### src/rtl/aegnn_pkg.sv
// rtl/aegnn_pkg.sv - shared graph-build constants, types and pixel-range check
package aegnn;

    localparam int TOT_PIXEL    = 12000;
    localparam int MAX_DS_RANGE = 25;
    localparam int NODE_W       = 16;
    localparam int PIX_W        = $clog2(TOT_PIXEL) + 2;
    localparam int PIX_ADDR_W   = $clog2(TOT_PIXEL);
    localparam int IDX_W        = $clog2(MAX_DS_RANGE);
    localparam int CNT_W        = $clog2(MAX_DS_RANGE + 1);

    typedef logic signed [PIX_W-1:0] pix_sidx_t;
    typedef logic [NODE_W-1:0]       node_id_t;

    typedef enum logic [2:0] {
        S_IDLE,
        S_SCAN,
        S_WAIT,
        S_EMIT,
        S_DONE
    } scan_state_e;

    localparam pix_sidx_t TOT_PIXEL_S = pix_sidx_t'(TOT_PIXEL);

    // Out-of-frame neighbors arrive as negative indices or indices past the frame end.
    function automatic logic pix_in_frame(input pix_sidx_t pix);
        return !pix[PIX_W-1] && (pix < TOT_PIXEL_S);
    endfunction

endpackage

### src/rtl/neighbor_scan.sv
// rtl/neighbor_scan.sv - walks a neighbor-pixel list and streams occupied node IDs
module neighbor_scan
    import aegnn::*;
(
    input  logic                                 clk,
    input  logic                                 rstn,
    input  logic                                 req_valid,
    output logic                                 req_ready,
    input  logic [MAX_DS_RANGE-1:0][PIX_W-1:0]   req_pixels,
    output logic                                 mem_rd_en,
    output logic [PIX_ADDR_W-1:0]                mem_rd_addr,
    input  logic [NODE_W:0]                      mem_rd_data,
    output logic                                 out_valid,
    input  logic                                 out_ready,
    output logic [NODE_W-1:0]                    out_node,
    output logic                                 done,
    output logic [CNT_W-1:0]                     done_count
);

    scan_state_e                          r_state;
    logic [MAX_DS_RANGE-1:0][PIX_W-1:0]   r_pixels;
    logic [IDX_W-1:0]                     r_index;
    logic [CNT_W-1:0]                     r_count;
    node_id_t                             r_node;

    scan_state_e                          w_next_state;
    pix_sidx_t                            w_entry;
    logic                                 w_entry_valid;
    logic                                 w_last;
    logic                                 w_occupied;
    logic                                 w_accept;
    logic                                 w_advance;

    assign w_entry       = pix_sidx_t'(r_pixels[r_index]);
    assign w_entry_valid = pix_in_frame(w_entry);
    assign w_last        = (r_index == IDX_W'(MAX_DS_RANGE - 1));
    assign w_occupied    = mem_rd_data[NODE_W];
    assign w_accept      = (r_state == S_IDLE) && req_valid;

    always_ff @(posedge clk) begin
        if (!rstn) begin
            r_state  <= S_IDLE;
            r_pixels <= '0;
            r_index  <= '0;
            r_count  <= '0;
            r_node   <= '0;
        end else begin
            r_state <= w_next_state;
            if (w_accept) begin
                r_pixels <= req_pixels;
                r_index  <= '0;
                r_count  <= '0;
            end
            if (w_advance) begin
                r_index <= r_index + IDX_W'(1);
            end
            // Read data is only meaningful in the cycle after the strobe, i.e. in WAIT.
            if ((r_state == S_WAIT) && w_occupied) begin
                r_node <= mem_rd_data[NODE_W-1:0];
            end
            if ((r_state == S_EMIT) && out_ready) begin
                r_count <= r_count + CNT_W'(1);
            end
        end
    end

    always_comb begin
        w_next_state = r_state;
        w_advance    = 1'b0;
        req_ready    = 1'b0;
        mem_rd_en    = 1'b0;
        mem_rd_addr  = '0;
        out_valid    = 1'b0;
        out_node     = '0;
        done         = 1'b0;
        done_count   = '0;
        case (r_state)
            S_IDLE: begin
                req_ready = 1'b1;
                if (req_valid) begin
                    w_next_state = S_SCAN;
                end
            end
            S_SCAN: begin
                if (w_entry_valid) begin
                    mem_rd_en    = 1'b1;
                    mem_rd_addr  = w_entry[PIX_ADDR_W-1:0];
                    w_next_state = S_WAIT;
                end else if (w_last) begin
                    w_next_state = S_DONE;
                end else begin
                    w_advance = 1'b1;
                end
            end
            S_WAIT: begin
                if (w_occupied) begin
                    w_next_state = S_EMIT;
                end else if (w_last) begin
                    w_next_state = S_DONE;
                end else begin
                    w_advance    = 1'b1;
                    w_next_state = S_SCAN;
                end
            end
            S_EMIT: begin
                out_valid = 1'b1;
                out_node  = r_node;
                if (out_ready) begin
                    if (w_last) begin
                        w_next_state = S_DONE;
                    end else begin
                        w_advance    = 1'b1;
                        w_next_state = S_SCAN;
                    end
                end
            end
            S_DONE: begin
                done         = 1'b1;
                done_count   = r_count;
                w_next_state = S_IDLE;
            end
            default: begin
                w_next_state = S_IDLE;
            end
        endcase
    end

endmodule

### config.mk
export PLATFORM = sky130hd
export DESIGN_NAME = neighbor_scan
export DESIGN_NICKNAME = d
export VERILOG_FILES = /design/src/rtl/aegnn_pkg.sv /design/src/rtl/neighbor_scan.sv
export SDC_FILE = /design/constraint.sdc
export NUM_CORES = 1
export LEC_CHECK = 0
export BUFFER_PORTS_ARGS = -buffer_cell sky130_fd_sc_hd__buf_2
export CORE_UTILIZATION = 54
export DETAILED_ROUTE_END_ITERATION = 10
export GPL_ROUTABILITY_DRIVEN = 1
export PLACE_DENSITY_LB_ADDON = 0.2
export SYNTH_ARGS = -nofsm -noshare
export SYNTH_HDL_FRONTEND = slang
export SYNTH_SLANG_ARGS = --single-unit
### constraint.sdc
create_clock -name clk -period 4.5 [get_ports clk]
set_input_delay 0.9 -clock clk [delete_from_list [all_inputs] [get_ports clk]]
set_output_delay 0.9 -clock clk [all_outputs]
set_load 0.01 [all_outputs]
# == Word-level counts from Yosys, hierarchy flattened ==
# Index checks and enable logic that the tools add are counted.
# totals
wordCells,76
in_bits,421
out_inout_bits,39
register_bits,429
# classes
n_addsub,2
n_eq_ne,8
muxes,26
order_cmp,2
n_reduce_logical,9
# op_table
operator,count
16-bit binary-select mux with 5-bit select,1
16-bit 2-to-1 mux,2
14-bit 2-to-1 mux,2
5-bit 2-to-1 mux,4
3-bit 2-to-1 mux,6
"16-bit by 15-bit less-than comparator with 1-bit output, second input constant",1
3-bit one-hot mux with 4 select lines,1
"5-bit by 1-bit adder with 5-bit output, second input constant",2
1-bit 2-to-1 mux,9
"3-bit by 2-bit == test with 1-bit output, second input constant",2
"5-bit by 6-bit less-than comparator with 1-bit output, second input constant",1
"5-bit == test, second input constant",1
1-bit logical AND,4
"2-bit != test, second input constant",2
2-bit nonzero test,2
"3-bit by 1-bit == test with 1-bit output, second input constant",1
"3-bit == test, second input constant",1
3-bit zero test,1
"3-bit != test, second input constant",1
1-bit one-hot mux with 3 select lines,1
3-bit AND reduction,1
1-bit zero test,1

# == Depth between registers and ports, before layout ==
# depth
word_depth,7
depth_mapped,14
depth_no_buf,8

# == Least setup slack after synthesis ==
# Ideal clock, no wire load.
# synth_timing
path_type,reg-to-output
startpoint,reg r_index[1]
endpoint,out mem_rd_addr[13]
arrival_ps,2749
required_ps,3600
stages_incl_launch_ff,13
path_buffers,6
setup_slack_ps,851
cell_sequence,dfxtp_1 -> buf_6 -> buf_6 -> buf_4 -> buf_4 -> buf_2 -> mux4_2 -> o22ai_2 -> a21oi_2 -> a31oi_1 -> nor4b_4 -> buf_6 -> and2_1
# synth_between
elab_chain_len,6
word_cells_on_any_way,7
cone_classes,order compare (1); mux (4); reduce/logical (2)
# synth_rtl
item,line,source
from (decl),neighbor_scan.sv:22,logic [IDX_W-1:0] r_index;
from (signal assigned),neighbor_scan.sv:55,r_index <= r_index + IDX_W'(1);
16-bit binary-select mux with 5-bit select (*),neighbor_scan.sv:34,assign w_entry = pix_sidx_t'(r_pixels[r_index]);
16-bit 2-to-1 mux (not written as such) (*),neighbor_scan.sv:34,
16-bit by 15-bit less-than comparator with 1-bit output or 1-bit zero test (tied branches),aegnn_pkg.sv:27,return !pix[PIX_W-1] && (pix < TOT_PIXEL_S);
1-bit logical AND,aegnn_pkg.sv:27,
14-bit 2-to-1 mux (*),neighbor_scan.sv:85,if (w_entry_valid) begin
14-bit 2-to-1 mux (*),neighbor_scan.sv:77,case (r_state)
to (decl),neighbor_scan.sv:11,"output logic [PIX_ADDR_W-1:0] mem_rd_addr,"
# Mark *: on every way between the ends. The rest lies on a longest branch, timed or not. The select of a mux whose other input is x is not followed.

# == Worst setup path in the final report ==
# layout_timing
startpoint,reg r_index[1]
endpoint,out mem_rd_addr[6]
# The elaborated chain is that of the path after synthesis.

==> qor.csv <==
stage;metric;value;unit
floorplanning;die height;186.6;um
critical_path;kind of critical path;reg2out;
floorplanning;core area;0.03353;sq mm
grt;largest net degree at the start of global routing;127;
floorplanning;die area;0.03483;sq mm
grt;antenna violations before repair;1;
critical_path;cell repeated most along the worst path;buf_4;
grt;first-pass GRT wire length;96.01;mm
routing;vias after detailed routing;17930;
routing;Met3 Wirelength;5.431;mm
routing;final WL;63.13;mm
layout;Layout Cells excl Fill;3143;
sta;Final Hold Fails;0;
clock_tree;Clock transition at path regs;0.06;ns
clock_tree;hold_buf cts;0;
placement;HPWL after DPL;46.52;mm
sta;RSZ-0062 raised after global routing;yes;
routing;met1 wire length;26.00;mm
grt;GR Overflow Total;0;
sta;Final Max Tran Viols;0;
clock_tree;H-tree Lvls;2;
synthesis;Mapped Area;0.01841;sq mm
synthesis;Warnings, synthesis;0;
placement;Placer Congestion;0.9481;
layout;share of post-route cells with drive strength above 1;0.2684;
sta;Tcrit/Tclk final;0.9924;
synthesis;FF+latch count, synth;429;
synthesis;Gate Count Post-Synth;2269;
routing;Pre-antenna DRT Iters;5;
critical_path;crit-path leading delay family;compound AO/OA/AOI/OAI gates;
synthesis;Post-Synthesis Net Count;2693;
critical_path;register-to-register setup slack;1.36;ns
layout;Core Util, Final;0.6846;
layout;most common cell after layout, fill and taps aside;nand2_1;
routing;average wire per standard cell;20.09;um
routing;Initial DRC Count;1599;
sta;Least-Margin Pin Slew;1.146;ns
clock_tree;Clock Tree Buf Depth;3;
critical_path;CP peak stage delay;0.49;ns
layout;Syn-to-layout area delta;24.71;%
floorplanning;Row Count;67;
grt;GRT Util Overall;0.3551;
critical_path;crit path DAT;3.57;ns
critical_path;Buf+Inv Stages, Crit Path;4;
power;cell area power density;442.7;mW/mm^2
routing;ANT nets after route;0;
sta;Fmax;0.2239;GHz
critical_path;critical path endpoint category;output port;
power;Worst VDD drop;0.0002657;V
sta;final worst clock skew;0.01531;ns
synthesis;Seq/Total Area, Yosys;0.4666;
routing;# DRC;0;
hold_path;HP Class;reg2reg;
run_status;status;finished, final reports clean;
synthesis;Synth cell types;62;
sta;minimum clock period;4.466;ns
critical_path;crit path cell chain;buf_4 -> mux4_2 -> a2bb2oi_1 -> a221oi_2 -> a41o_1 -> o311ai_4 -> a31oi_2 -> nor4b_4 -> buf_4 -> buf_12 -> nor2b_4 -> buf_6;
routing;drt via density;5.704;
layout;most frequent cells in the layout;862 x nand2_1, 456 x buf_2, 450 x a21oi_1;
routing;Highest Signal Layer;met4;
clock_tree;clock root buffer;clkbuf_16;
synthesis;number of synthesized flops with an enable pin;0;
synthesis;ys flop type;dfxtp_1;
clock_tree;CTS tree;built;
critical_path;Startpoint Class;flop;
critical_path;CP max stage cell;mux4_2;
sta;Worst slew margin;0.2343;
placement;port buffer count;459;
critical_path;worst-path fanout max;7;
synthesis;Async SR Flop Fraction;0;
critical_path;Critical Path RT;3.60;ns
floorplanning;IO Pins;460;
grt;vias in the first global route;17150;
floorplanning;Initial Utilization;0.5489;
power;Leak;0.009355;uW
synthesis;syn avg cell area;8.112;sq um
placement;placed cell count;3040;
layout;fin nets;3086;
clock_tree;# clock sinks;429;
flow_run;Max Cap Viol;0;
clock_tree;insertion delay to the later sink of the worst-skew pair;0.54;ns
sta;setup violators final;0;
power;overall power;10160;uW
routing;routed wl met2;29.21;mm
floorplanning;Die X;186.6;um
clock_tree;total CTS buffers;43;
==> cell usage after synthesis (all sizes together) (4+ instances only) <==
| master | instances | share of area |
|---|---|---|
| a21oi | 453 | 0.12 |
| and2b | 8 | 0.0033 |
| a211oi | 5 | 0.0020 |
| a221oi | 4 | 0.0022 |
| and3 | 19 | 0.0065 |
| mux4 | 76 | 0.093 |
| nor3b | 4 | 0.0016 |
| nor2 | 47 | 0.0096 |
| clkbuf | 153 | 0.031 |
| a22oi | 6 | 0.0024 |
| o22ai | 9 | 0.0034 |
| nor3 | 14 | 0.0044 |
| inv | 5 | 0.0010 |
| nand4 | 5 | 0.0017 |
| mux2 | 8 | 0.0049 |
| a2111oi | 6 | 0.0029 |
| nand2b | 4 | 0.0014 |
| nand3 | 12 | 0.0033 |
| buf | 32 | 0.013 |
| and2 | 9 | 0.0031 |
| dfxtp | 429 | 0.47 |
| nand2 | 864 | 0.18 |
| mux2i | 23 | 0.013 |
| o21ai | 19 | 0.0052 |
| nor2b | 17 | 0.0058 |
==> logic make-up after synthesis <==
group	after synthesis	share of synthesized area
AND/OR/NAND/NOR	1012	0.2217
AO/OA/AOI/OAI	527	0.1531
flip-flops	429	0.4666
buffers and inverters	191	0.04582
multiplexers	107	0.1108
adder cells (fa/ha/maj)	3	0.002040
==> state kept, by name, summed over array words and instances, names as in the netlist <==
| name | flops |
|---|---|
| r_pixels | 400 |
| r_node | 16 |
| r_count | 5 |
| r_index | 5 |
| r_state | 3 |
==> per-layer routing <==
metal  vias to the layer above  track usage
met5                         -            0
met3                       128      0.05830
met4                         0       0.1406
met1                      8509       0.4789
li1                       8437            -
met2                       855       0.5706
==> worst reg2reg max path: cells and delay by family, from the launching register on <==
kind	cells	cell delay, ns
compound gates	5	1.43
buf+inv	6	0.90
flops	1	0.40
simple gates	2	0.29
==> through the flow <==
stage | worst slack (ns) | hold slack (ns) | TNS [ns] | area, sq um
floorplan | 0.8508 | 0.4143 | 0 | 18410
global route | -0.02889 | 0.4669 | -0.1051 | 22950
detailed placement | 0.1073 | 0.4375 | 0 | 21000
finish | 0.03425 | 0.4445 | 0 | 22950
CTS | 0.001301 | 0.4482 | 0 | 22830
global placement | 0.1517 | 0.4349 | 0 | 21000
==> worst paths after layout <==
kind / start / end / cells after the start
setup / recovery: r_index[1] / mem_rd_addr[6] / 12
hold / removal: r_count[4] / r_count[4] / 1
setup reg to reg: r_index[1] / r_state[1] / 13
hold reg to reg: r_count[4] / r_count[4] / 1
==> final cells by class <==
cell class                      instances  area, sq um
Fill cell                            2865        10580
Multi-Input combinational cell       1649         9102
Inverter                                6        30.03
Sequential cell                       429         8603
Tap cell                              448        560.5
Timing Repair Buffer                  533         3112
Clock buffer                           63         1346
Antenna cell                            1        2.502
Clock inverter                         14        197.7
==> where the power goes <==
part           switching [uW]  internal (uW)
logic                    1120            783
clock network            1500           2360
registers                 259           4140
total                    2880           7280
==> repair_timing <==
action / CTS / global route
resized for setup: 23 / 29
setup endpoints to repair: 15 / 15
cloned: 2 / 0
setup buffers: 20 / 4
pin swaps: 3 / 7
Note: power is estimated with default switching activity, not from simulation.
